### config.mk
export PLATFORM = sky130hd
export DESIGN_NAME = lives_manager
export DESIGN_NICKNAME = d
export VERILOG_FILES = /design/src/rtl/lives_manager.sv
export SDC_FILE = /design/constraint.sdc
export NUM_CORES = 1
export LEC_CHECK = 0
export BUFFER_PORTS_ARGS = -buffer_cell sky130_fd_sc_hd__buf_2
export CAP_MARGIN = 20
export CORE_UTILIZATION = 45
export CTS_BUF_LIST = sky130_fd_sc_hd__clkbuf_2 sky130_fd_sc_hd__clkbuf_4 sky130_fd_sc_hd__clkbuf_8
export CTS_CLUSTER_SIZE = 16
export DETAILED_ROUTE_END_ITERATION = 6
export PLACE_DENSITY = 0.62
export RECOVER_POWER = 25
export SLEW_MARGIN = 10
export SYNTH_ARGS = -nofsm -noshare
export SYNTH_HDL_FRONTEND = slang
export SYNTH_SLANG_ARGS = --single-unit
### constraint.sdc
create_clock -name clk -period 2.65 [get_ports clk]
set_clock_uncertainty 0.05 [all_clocks]
set_input_delay 0.53 -clock clk [delete_from_list [all_inputs] [get_ports clk]]
set_output_delay 0.53 -clock clk [all_outputs]
set_load 0.005 [all_outputs]
### src/rtl/lives_manager.sv
// Lives/hit FSM for the frog: PLAY -> INVULN grace period -> PLAY, or PLAY -> GAME_OVER.
// Optional macro LIVES_EXTRA_LIFE_EN adds the level_up input (extra life, saturating at 3).
// Handshake: none; collision is a level and only its registered rising edge is a hit.
// state_dbg encoding: 0 = PLAY, 1 = INVULN, 2 = GAME_OVER.
module lives_manager #(
  parameter int INIT_LIVES    = 3,
  parameter int INVULN_CYCLES = 25_000_000
) (
  input  logic       clk,
  input  logic       rst_n,
  input  logic       collision,
  input  logic       reset_lives,
`ifdef LIVES_EXTRA_LIFE_EN
  input  logic       level_up,
`endif
  output logic [1:0] lives,
  output logic       reset_level,
  output logic       hit_pulse,
  output logic       invulnerable,
  output logic [1:0] state_dbg
);

  typedef enum logic [1:0] {
    PLAY      = 2'd0,
    INVULN    = 2'd1,
    GAME_OVER = 2'd2
  } state_e;

  localparam int            TW         = (INVULN_CYCLES > 1) ? $clog2(INVULN_CYCLES) : 1;
  localparam logic [TW-1:0] TIMER_LOAD = TW'(INVULN_CYCLES - 1);
  localparam logic [1:0]    LIVES_INIT = 2'(INIT_LIVES);

  state_e        state_q, state_d;
  logic [1:0]    lives_q, lives_d;
  logic [TW-1:0] timer_q, timer_d;
  logic          hit_pulse_q, hit_pulse_d;
  logic          coll_q;
  logic          armed_q;
  logic          hit;
  logic          lvl_up;

`ifdef LIVES_EXTRA_LIFE_EN
  assign lvl_up = level_up;
`else
  assign lvl_up = 1'b0;
`endif

  // armed_q blocks the first post-reset cycle so a collision held through reset never counts.
  assign hit = collision & ~coll_q & armed_q;

  always_comb begin
    state_d     = state_q;
    lives_d     = lives_q;
    timer_d     = timer_q;
    hit_pulse_d = 1'b0;
    if (reset_lives) begin
      state_d = PLAY;
      lives_d = LIVES_INIT;
      timer_d = '0;
    end else begin
      case (state_q)
        PLAY: begin
          if (hit) begin
            hit_pulse_d = 1'b1;
            // A simultaneous extra life cancels the loss but the grace period still starts.
            if (lvl_up) begin
              timer_d = TIMER_LOAD;
              state_d = INVULN;
            end else if (lives_q > 2'd1) begin
              lives_d = lives_q - 2'd1;
              timer_d = TIMER_LOAD;
              state_d = INVULN;
            end else begin
              lives_d = 2'd0;
              state_d = GAME_OVER;
            end
          end else if (lvl_up && lives_q != 2'd3) begin
            lives_d = lives_q + 2'd1;
          end
        end
        INVULN: begin
          if (timer_q == '0) begin
            state_d = PLAY;
          end else begin
            timer_d = timer_q - TW'(1);
          end
          if (lvl_up && lives_q != 2'd3) begin
            lives_d = lives_q + 2'd1;
          end
        end
        GAME_OVER: begin
          lives_d = 2'd0;
        end
        default: begin
          state_d = PLAY;
        end
      endcase
    end
  end

  always_ff @(posedge clk or negedge rst_n) begin
    if (!rst_n) begin
      state_q     <= PLAY;
      lives_q     <= LIVES_INIT;
      timer_q     <= '0;
      hit_pulse_q <= 1'b0;
      coll_q      <= 1'b0;
      armed_q     <= 1'b0;
    end else begin
      state_q     <= state_d;
      lives_q     <= lives_d;
      timer_q     <= timer_d;
      hit_pulse_q <= hit_pulse_d;
      coll_q      <= collision;
      armed_q     <= 1'b1;
    end
  end

  assign lives        = lives_q;
  assign hit_pulse    = hit_pulse_q;
  assign invulnerable = (state_q == INVULN);
  assign reset_level  = (state_q == GAME_OVER);
  assign state_dbg    = state_q;

endmodule

[Word-level counts from Yosys, hierarchy flattened]
Cells that the tools add are included.
Operators by class
  reduce and logical (&&, ||, !) cells: 7
  eq/ne operators: 7
  bitwise gates (word level): 3
  order comparisons: 1
  add/sub/neg operators: 2
  mux-type cells: 17
Operators with widths (number)
  25-bit 2-to-1 mux: 4
  25-bit case mux with 2 select lines: 1
  25-bit logical NOT: 1
  25-bit by 1-bit subtractor with 25-bit output, second input constant: 1
  2-bit 2-to-1 mux: 7
  3-bit inequality test, second input constant: 3
  2-bit case mux with 3 select lines: 1
  3-bit nonzero test: 2
  2-bit case mux with 2 select lines: 1
  4-bit AND reduction: 1
  1-bit 2-to-1 mux: 3
  3-bit by 2-bit inequality test with 1-bit output, second input constant: 1
  3-bit AND reduction: 1
  1-bit bitwise AND: 2
  2-bit by 1-bit == test with 1-bit output, second input constant: 1
  2-bit == test, second input constant: 1
  2-bit by 1-bit > comparator with 1-bit output, second input constant: 1
  2-bit logical NOT: 1
  2-bit inequality test, second input constant: 1
  2-bit AND reduction: 1
  2-bit by 1-bit subtractor with 2-bit output, second input constant: 1
  1-bit inverter: 1
Word-level totals
  register bits: 32
  output and inout port bits: 7

[Longest topological paths before layout]
Gate-level depths: netlist (run 1).
  depth in word-level cells: 6
  depth in mapped cells: 8
  mapped depth without buffers: 7

[Least setup slack after synthesis (run 1)]
No wires, ideal clock.
  path kind: register -> register
  start: register timer_q[7]
  end: register timer_q[23]
  required time: 2522 ps
  stages on the path, launching flop included: 8
  arrival time: 2607 ps
  setup slack: -86 ps
  buffers on the path: 2
  clock period less this slack: 2736 ps
  path through: dfrtp_1 or4_1 clkbuf_2 or4_1 buf_2 or3_4 or4_1 a21oi_1
Between the ends
  cells in the longest elaborated chain, start to end: 4
  elaborated cells between the ends (all ways): 7
  those cells by class: add/sub: 1; eq/ne: 1; mux: 3; reduce/logical: 2
RTL lines
  start: declaration: RTL line 35  | logic [TW-1:0] timer_q, timer_d;
  start signal: assignment: RTL line 112  | timer_q <= timer_d;
  25-bit by 1-bit subtractor with 25-bit output: RTL line 85  | timer_d = timer_q - TW'(1);
  25-bit 2-to-1 mux: RTL line 82  | if (timer_q == '0) begin
  25-bit case mux with 2 select lines: RTL line 61  | case (state_q)
  25-bit 2-to-1 mux: RTL line 56  | if (reset_lives) begin
Several ways; a longest one is shown, not always the timed one. The select of a mux whose other input is x is not followed.
A chain may end at the register's enable or synchronous reset.

[Final worst setup path (run 1)]
  start: register timer_q[13]
  end: register timer_q[19]
The elaborated chain is that of the path after synthesis.

==> metrics.yaml, run 1 <==
synthesis:
  ys_seq_elements: 32
  synth_area_leaders: "dfrtp_1 42%, a21oi_1 5.0%, nor2_1 4.6%"
  yosysTopAreaCell: "dfrtp_1"
  synth_fp_nets: 205
  muxShareOfSynthArea_pct: 0
  synth_top_family_by_area: "compound AO/OA/AOI/OAI gates"
  ys_seq_area_share_pct: 44.7
  synth.top_cell.area_share_pct: 41.8
  synth_ff_type: "dfrtp_1"
  netlist_top_cells_count: "30 x dfrtp_1, 22 x nor2_1, 18 x a21oi_1, 13 x nand2_1, 11 x inv_1"
  synth.avg_cell_area_um2: 9.03
  synth_simple_gate_area_share_pct: 21.5
  synth-adder-area-share_pct: 1.39
  synth_area_um2: 1800
  ys_async_sr_fraction_pct: 100
  synth_compound_area_share_pct: 26.0
  synth_xor_area_share_pct: 1.46
  yosysUniqueCellTypes: 48
  ys_warn_count: 0
  synth_edf_count: 0
  syn_inst: 199
  synth_most_common_cell: "dfrtp_1"
worst_setup_path:
  r2r_end: "timer_q[19]$_DFFE_PN0P_"
  r2r-start: "timer_q[13]$_DFFE_PN0P_"
  arrival_ps: 2720
  critPathLaunch: "timer_q[13]$_DFFE_PN0P_"
  critPathKind: "reg -> reg"
  start_kind: "flip-flop"
  reg2regPathDepth: 5
  end_kind: "flip-flop"
  regToRegSetupSlack_ps: 40
  critPathMaxStageDelay_ps: 550
  slowest_stage: "or4_1"
  cp.required_ps: 2760
  critPathMaxFanout: 5
  path_cells: "or4_1, or4_4, or3_4, a22o_2, a211oi_1"
placed_design:
  globalplace.congestion: 0.882
  portBuffers: 10
  hpwl_mm: 3.11
die:
  die_y_um: 65.2
  core_um2: 3740
  ioPinCount: 11
  die_w_um: 65.2
  start_util_pct: 48.0
  fp.dieArea_um2: 4250
  rows: 22
finish:
  fillCellCount: 340
  final_util_pct: 56.7
  layout-drive-gt1-share_pct: 20.3
  final_nets: 227
  antenna_cells: 0
  area_delta_synth_final_pct: 18.1
detailed_routing:
  vias: 1691
  drc: 0
  drtIter0Drc: 111
  first_pass_iters: 4
  drt-wirelength-per-cell_um: 16.5
  wl_mm: 4.45
  ant_nets: 0
  viasPerCell: 6.26
power:
  pwr_density_cell_nw_per_um2: 785
  comb_power_share_pct: 32.4
  peakVddDrop_mv: 0.381
  p_int_mw: 1.12
  switching_power_mw: 0.548
  cellLeakagePower_nw: 0.949
  pwr-share-seq_pct: 36.3
  switching_share_pct: 32.9
  clockPowerShare_pct: 31.3
clock_tree:
  clk_pin_slew_ps: 70
  clk_latency_ps: 290
  cts_buffers: 5
  clockBufferDepth: 2
  cts_tree: "yes"
  cts_sinks: 32
  post-cts-setup-buffers: 0
  h-tree-depth: 2
  root_buffer: "clkbuf_8"
global_routing:
  grt_max_degree: 33
  antenna_found_initial: 0
  grt_overflow: 0
  grt_pass1_wl_mm: 7.42
  grt_pass1_vias: 1561
  met1_usage_pct: 29.7
  grt_busiest_layer: "met2"
  grt_usage_pct: 23.2
  use_met2_pct: 38.8
  gr-usage-met3_pct: 5.90
run_status:
  status: "complete, but fails checks"
  violations: "capacitance limit, slew limit"
hold_path:
  hp-start: "collision"
  hold_class: "in -> reg"
  min_to: "coll_q$_DFF_PN0_"
  worstHoldPathCells: 1
flow_run:
  drv_cap: 1
timing:
  slew_headroom_pct: -15.4
  hold_viol_final: 0
  fmax_mhz: 384
  finalSetupViolations: 0
  report.final.slew_viol_count: 33
  min_period_ps: 2610
  rsz0062_at_grt: "true"
  worst_pin_slew_ps: 1730
  whs_ps: 324
  period_share_pct: 98.4
[sequential cells by signal, indices dropped and copies added (netlist names)]
name       flops
timer_q       25
lives          2
hit_pulse      1
armed_q        1
state_dbg      2
coll_q         1
[repair_timing]
item	in CTS	in global routing
endpoints found under the hold margin	0	0
hold buffers	0	0
endpoints found under the setup margin	0	8
resized for setup	0	4
[placed cells by master (no fill, tap or decap), drive strengths merged, types with 3 or more instances in the layout]
cell and count:
or2 3, dfrtp 30, o22ai 3, clkbuf 9
or3 4, xnor2 3, nor3 7, or4 11
o21ai 5, buf 23, nor4 8, a21oi 18
nand2 13, a211oi 3, inv 11, a2bb2oi 3
o21a 5, o31ai 5, nor2 22, a31oi 5
[power groups by stage]
stage / clock (mW) / sequential (mW) / combinational (mW)
2_1_floorplan: 0 / 0.593 / 0.362
3_3_place_gp: 0 / 0.607 / 0.505
3_5_place_dp: 0 / 0.610 / 0.511
4_1_cts: 0.529 / 0.602 / 0.515
5_1_grt: 0.545 / 0.611 / 0.593
6_report: 0.522 / 0.604 / 0.540
[critical path: cells and delay by family, from the launching register on]
family | cells | cell delay (ps)
compound gates | 2 | 560
flops | 1 | 420
simple gates | 3 | 1450
[layer usage]
metal | part of all wire (%) | wire, um
met5 | 0 | 0
met2 | 48 | 2130
met1 | 47 | 2110
met4 | 1.1 | 48
met3 | 3.6 | 162
[metrics by stage]
stage	total power, mW	instance area (um2)	setup slack, ps	std cells	setup TNS, ps
after CTS	1.65	2100	34.6	270	0
after global routing	1.75	2120	-7.20	270	-7.20
final	1.67	2120	43.4	270	0
after global placement	1.11	1980	98.3	262	0
after floorplan	0.955	1800	41.4	199	0
after detailed placement	1.12	1980	46.9	262	0
[logic make-up (layout without fill, tap and decap cells)]
| group | count (synthesis) | count (layout) |
|---|---|---|
| buffers and inverters | 21 | 44 |
| and+or+nand+nor | 73 | 73 |
| other | 1 | 1 |
| xor gates and xnor gates | 3 | 3 |
| adders and majority gates | 2 | 2 |
| DFF | 32 | 32 |
| AOI/OAI and AO/OA | 67 | 67 |
[how the worst max path moves through the flow]
stage                              end  depth (start not counted)
6_report       timer_q[19]$_DFFE_PN0P_                          5
5_1_grt        timer_q[23]$_DFFE_PN0P_                          5
3_5_place_dp   timer_q[23]$_DFFE_PN0P_                          5
4_1_cts        timer_q[23]$_DFFE_PN0P_                          5
2_1_floorplan  timer_q[23]$_DFFE_PN0P_                          7
3_3_place_gp   timer_q[23]$_DFFE_PN0P_                          5
[cell type report]
| cell class | instances | area [um2] | area share (%) |
|---|---|---|---|
| clock inverter | 1 | 30.0 | 1.42 |
| timing repair buffer | 25 | 160 | 7.55 |
| multi-input combinational | 146 | 931 | 43.9 |
| inverter | 11 | 41.3 | 1.95 |
| clock buffer | 7 | 96.3 | 4.54 |
| tap | 48 | 60.1 | 2.83 |
| sequential | 32 | 803 | 37.9 |
Power figures use the tool's default switching activity.
==> run 2, diff against run 1 <==
- BUFFER_PORTS_ARGS: -buffer_cell sky130_fd_sc_hd__buf_2 -> unset
- DONT_BUFFER_PORTS: unset -> 1
- PLACE_DENSITY: 0.62 -> 0.6
==> metrics.yaml, run 2 (same netlist as run 1, synthesis figures left out) <==
timing:
  report.final.slew_viol_count: 31  # was 33
  hold_viol_final: 0  # unchanged
  whs_ps: 28.9  # was 324 ps
  setup_tns_ps: 0  # unchanged
  setup_ws_ps: 102  # was 43.4 ps
  finalSetupViolations: 0  # unchanged
  worst_pin_slew_ps: 1630  # was 1730 ps
  min_period_ps: 2550  # was 2610 ps
  slew_headroom_pct: -8.42  # was -15.4%
  period_share_pct: 96.1  # was 98.4%
  fmax_mhz: 393  # was 384 MHz
die:
  fp.dieArea_um2: 4250  # unchanged
  start_util_pct: 48.0  # unchanged
  rows: 22  # unchanged
  core_um2: 3740  # unchanged
  die_y_um: 65.2  # unchanged
  ioPinCount: 11  # unchanged
  die_w_um: 65.2  # unchanged
detailed_routing:
  drc: 0  # unchanged
  drt-wirelength-per-cell_um: 17.3  # was 16.5 um
  first_pass_iters: 4  # unchanged
  ant_nets: 0  # unchanged
  drtIter0Drc: 164  # was 111
  wl_mm: 4.56  # was 4.45 mm
  m1WireLength_mm: 2.04  # was 2.11 mm
  viasPerCell: 6.26  # about the same
  wl_met3_um: 241  # was 162 um
  wl_met2_mm: 2.20  # was 2.13 mm
  top_layer_used: "met4"  # unchanged
  vias: 1647  # was 1691
placed_design:
  placed_area_um2: 1930  # was 1980 um2
  dpl.cell_count: 252  # was 262
  hpwl_mm: 3.15  # was 3.11 mm
  place_ws_ps: 46.9  # about the same
  portBuffers: 0  # was 10
  globalplace.congestion: 0.798  # was 0.882
worst_setup_path:
  critPathMaxFanout: 6  # was 5
  r2r_end: "timer_q[23]$_DFFE_PN0P_"  # was timer_q[19]$_DFFE_PN0P_
  start_kind: "flip-flop"  # unchanged
  critPathKind: "reg -> reg"  # unchanged
  r2r-start: "timer_q[9]$_DFFE_PN0P_"  # was timer_q[13]$_DFFE_PN0P_
  end_kind: "flip-flop"  # unchanged
  reg2regPathDepth: 5  # unchanged
  arrival_ps: 2720  # about the same
  regToRegSetupSlack_ps: 100  # was 40 ps
  cp.required_ps: 2820  # was 2760 ps
finish:
  largest-register: "timer_q"  # unchanged
  final_cells: 263  # was 270
  layout-drive-gt1-share_pct: 17.2  # was 20.3%
  largest_reg_flops: 25  # unchanged
  final_nets: 220  # was 227
  final_util_pct: 54.8  # was 56.7%
  final_common_cell: "dfrtp_1"  # unchanged
  antenna_cells: 0  # unchanged
  area_delta_synth_final_pct: 14.3  # was 18.1%
  design_area_um2: 2050  # was 2120 um2
  final_cell_mix: "30 x dfrtp_1, 22 x nor2_1, 18 x a21oi_1"  # unchanged
global_routing:
  grt_pass1_wl_mm: 7.87  # was 7.42 mm
  grt_max_degree: 31  # was 33
  grt_pass1_vias: 1572  # was 1561
  grt_overflow: 0  # unchanged
  antenna_found_initial: 0  # unchanged
  grt_usage_pct: 24.7  # was 23.2%
clock_tree:
  cts_buffers: 5  # unchanged
  root_buffer: "clkbuf_8"  # unchanged
  cts_sinks: 32  # unchanged
  cts_tree: "yes"  # unchanged
  clockBufferDepth: 2  # unchanged
  clk_latency_ps: 290  # about the same
  h-tree-depth: 2  # unchanged
  clk_pin_slew_ps: 70  # about the same
power:
  pwr_density_cell_nw_per_um2: 745  # was 785 nW/um2
  cellLeakagePower_nw: 0.908  # was 0.949 nW
  finalPower_mw: 1.53  # was 1.67 mW
  peakVddDrop_mv: 0.363  # was 0.381 mV
run_status:
  status: "complete, but fails checks"  # unchanged
  violations: "capacitance limit, slew limit"  # unchanged
flow_run:
  drv_cap: 1  # unchanged
hold_path:
  hold_class: "in -> async"  # was in -> reg
[run 2: repair_timing]
action | in CTS | in global routing
setup endpoints to repair | 0 | 3
hold buffers | 2 | 0
hold endpoints to repair | 30 | 0
setup buffers | 0 | 1
resized for setup | 0 | 3
[run 2: critical path, stage by stage, from the launching register on]
cell     delay, ps
dfrtp_1        400
or4_4          540
or4_4          540
or3_4          350
or4_1          470
a21oi_1        130
[run 2: worst max path at each step]
stage,start,endpoint,slack [ps]
4_1_cts,timer_q[14]$_DFFE_PN0P_,timer_q[23]$_DFFE_PN0P_,50
3_3_place_gp,timer_q[14]$_DFFE_PN0P_,timer_q[23]$_DFFE_PN0P_,70
2_1_floorplan,timer_q[7]$_DFFE_PN0P_,timer_q[23]$_DFFE_PN0P_,40
3_5_place_dp,timer_q[14]$_DFFE_PN0P_,timer_q[23]$_DFFE_PN0P_,50
6_report,timer_q[9]$_DFFE_PN0P_,timer_q[23]$_DFFE_PN0P_,100
5_1_grt,timer_q[9]$_DFFE_PN0P_,timer_q[23]$_DFFE_PN0P_,-0.3
[run 2: final cells by class]
cell class	instances	area [um2]
tap	48	60.1
inverter	11	41.3
clock buffer	6	82.6
fill	366	1690
sequential	32	803
clock inverter	2	10.0
multi-input combinational	146	922
timing repair buffer	18	134
[run 2: metal layers]
layer	vias up	global-route usage, %
li1	783	-
met2	52	38.7
met3	6	5.56
met5	-	0
met1	806	32.6
met4	0	11.1
[run 2: power breakdown]
| part | switching [mW] | internal (mW) |
|---|---|---|
| registers | 0.0598 | 0.544 |
| logic | 0.290 | 0.241 |
| clock network | 0.187 | 0.207 |
==> run 3, diff against run 2 <==
- CORE_UTILIZATION: 45 -> 56
- CTS_BUF_LIST: sky130_fd_sc_hd__clkbuf_2 sky130_fd_sc_hd__clkbuf_4 sky130_fd_sc_hd__clkbuf_8 -> unset
- PLACE_DENSITY: 0.6 -> 0.72
==> metrics.yaml, run 3 (same netlist as run 1, synthesis figures left out) <==
worst_setup_path:
  arrival_ps: 2800  # was 2720 ps
  cp.required_ps: 2870  # was 2820 ps
  critPathMaxFanout: 6  # unchanged
  end_kind: "flip-flop"  # unchanged
  critPathKind: "reg -> reg"  # unchanged
  start_kind: "flip-flop"  # unchanged
hold_path:
  hold_class: "in -> reg"  # was in -> async
die:
  die_w_um: 58.6  # was 65.2 um
  die_y_um: 58.6  # was 65.2 um
  start_util_pct: 58.9  # was 48.0%
  rows: 20  # was 22
  fp.dieArea_um2: 3440  # was 4250 um2
  ioPinCount: 11  # unchanged
  core_um2: 3050  # was 3740 um2
finish:
  final_cell_mix: "30 x dfrtp_1, 22 x nor2_1, 17 x a21oi_1"  # was 30 x dfrtp_1, 22 x nor2_1, 18 x a21oi_1
  design_area_um2: 2040  # was 2050 um2
  largest_reg_flops: 25  # unchanged
  layout-drive-gt1-share_pct: 16.9  # was 17.2%
  final_util_pct: 66.8  # was 54.8%
  ff_latch_area_um2: 803  # unchanged
  fillCellCount: 267  # was 366
  area_delta_synth_final_pct: 13.6  # was 14.3%
  multi_input_area_um2: 927  # was 922 um2
  antenna_cells: 0  # unchanged
  final_cells: 257  # was 263
  final_nets: 218  # was 220
  largest-register: "timer_q"  # unchanged
  final_common_cell: "dfrtp_1"  # unchanged
run_status:
  status: "complete, but fails checks"  # unchanged
  violations: "capacitance limit, slew limit"  # unchanged
timing:
  report.final.slew_viol_count: 33  # was 31
  slew_headroom_pct: -13.7  # was -8.42%
  rsz0062_at_grt: "true"
  fmax_mhz: 388  # was 393 MHz
  min_period_ps: 2570  # was 2550 ps
  worst_pin_slew_ps: 1710  # was 1630 ps
  whs_ps: 157  # was 28.9 ps
  finalSetupViolations: 0  # unchanged
  hold_viol_final: 0  # unchanged
  period_share_pct: 97.2  # was 96.1%
placed_design:
  hpwl_mm: 3.00  # was 3.15 mm
  placed_area_um2: 1910  # was 1930 um2
  globalplace.congestion: 0.941  # was 0.798
  portBuffers: 0  # unchanged
  dpl.cell_count: 247  # was 252
clock_tree:
  cts_tree: "yes"  # unchanged
  post-cts-setup-buffers: 0  # unchanged
  h-tree-depth: 2  # unchanged
  root_buffer: "clkbuf_4"  # was clkbuf_8
  cts_buffers: 5  # unchanged
  clk_pin_slew_ps: 100  # was 70 ps
  cts_sinks: 32  # unchanged
  clk_latency_ps: 340  # was 290 ps
  clockBufferDepth: 2  # unchanged
global_routing:
  grt_pass1_wl_mm: 7.58  # was 7.87 mm
  grt_usage_pct: 29.4  # was 24.7%
  antenna_found_initial: 0  # unchanged
  grt_max_degree: 33  # was 31
  grt_overflow: 0  # unchanged
  grt_pass1_vias: 1653  # was 1572
detailed_routing:
  ant_nets: 0  # unchanged
  drc: 0  # unchanged
  viasPerCell: 6.49  # was 6.26
  drtIter0Drc: 124  # was 164
  vias: 1669  # was 1647
  first_pass_iters: 4  # unchanged
  drt-wirelength-per-cell_um: 17.3  # about the same
  wl_mm: 4.45  # was 4.56 mm
power:
  cellLeakagePower_nw: 0.899  # was 0.908 nW
  finalPower_mw: 1.56  # was 1.53 mW
  peakVddDrop_mv: 0.405  # was 0.363 mV
  pwr_density_cell_nw_per_um2: 763  # was 745 nW/um2
flow_run:
  drv_cap: 1  # unchanged
run 3: cell count changes in the layout (fill, tap and decap cells not counted), sizes merged:
cell	previous run	this run
clkinv	2	0
buf	16	14
bufinv	0	1
clkbuf	7	8
run 3: stage by stage:
| step | TNS (ps) | setup WS, ps |
|---|---|---|
| finish | 0 | 75.3 |
| global route | -27.7 | -21.3 |
| CTS | 0 | 45.8 |
| detailed placement | 0 | 74.5 |
| global placement | 0 | 90.3 |
| floorplan | 0 | 41.4 |
run 3: worst max-delay path, cell delays in order, from the launching register on:
cell,delay [ps]
dfrtp_1,400
or4_1,560
or4_4,540
or3_4,350
or4_1,490
a21oi_2,120
run 3: final cells by class:
cell class / instances / share of cell area [%]
clock buffers: 7 / 3.19
well taps: 44 / 2.70
multi-input cells: 146 / 45.4
clock inverters: 1 / 1.47
inverters: 11 / 2.02
repair buffers: 16 / 5.82
flip-flops and latches: 32 / 39.4
run 3: power by group:
| part | total [mW] | switching [mW] | leakage [nW] | internal (mW) |
|---|---|---|---|---|
| clock | 0.425 | 0.174 | 0.0515 | 0.250 |
| sequential | 0.604 | 0.0607 | 0.422 | 0.544 |
| combinational | 0.529 | 0.295 | 0.426 | 0.234 |
run 3: what timing repair did:
item                                   in CTS  in global routing
endpoints found under the hold margin      32                  0
hold buffers                                2                  0
setup endpoints to repair                   0                  5
gates resized for setup                     0                  4
run 3: path summary, 6_finish.rpt:
kind,start,endpoint,slack [ps],cells past startpoint
worst max-delay path,timer_q[14]$_DFFE_PN0P_,timer_q[23]$_DFFE_PN0P_,80,5
worst min-delay path,collision,coll_q$_DFF_PN0_,160,0
max in group asynchronous,rst_n,timer_q[3]$_DFFE_PN0P_,450,2
worst min register to register,timer_q[0]$_DFFE_PN0P_,timer_q[0]$_DFFE_PN0P_,480,1
min in group asynchronous,rst_n,timer_q[18]$_DFFE_PN0P_,1110,2
worst max register to register,timer_q[14]$_DFFE_PN0P_,timer_q[23]$_DFFE_PN0P_,80,5
run 3: metal layers:
| layer | wire, um | GRT usage (%) | part of all wire, % | up-vias |
|---|---|---|---|---|
| met5 | 0 | 0 | 0 | - |
| li1 | - | - | - | 781 |
| met2 | 2170 | 48.6 | 49 | 77 |
| met4 | 94 | 11.6 | 2.1 | 0 |
| met1 | 1830 | 37.2 | 41 | 798 |
| met3 | 355 | 7.25 | 8.0 | 13 |
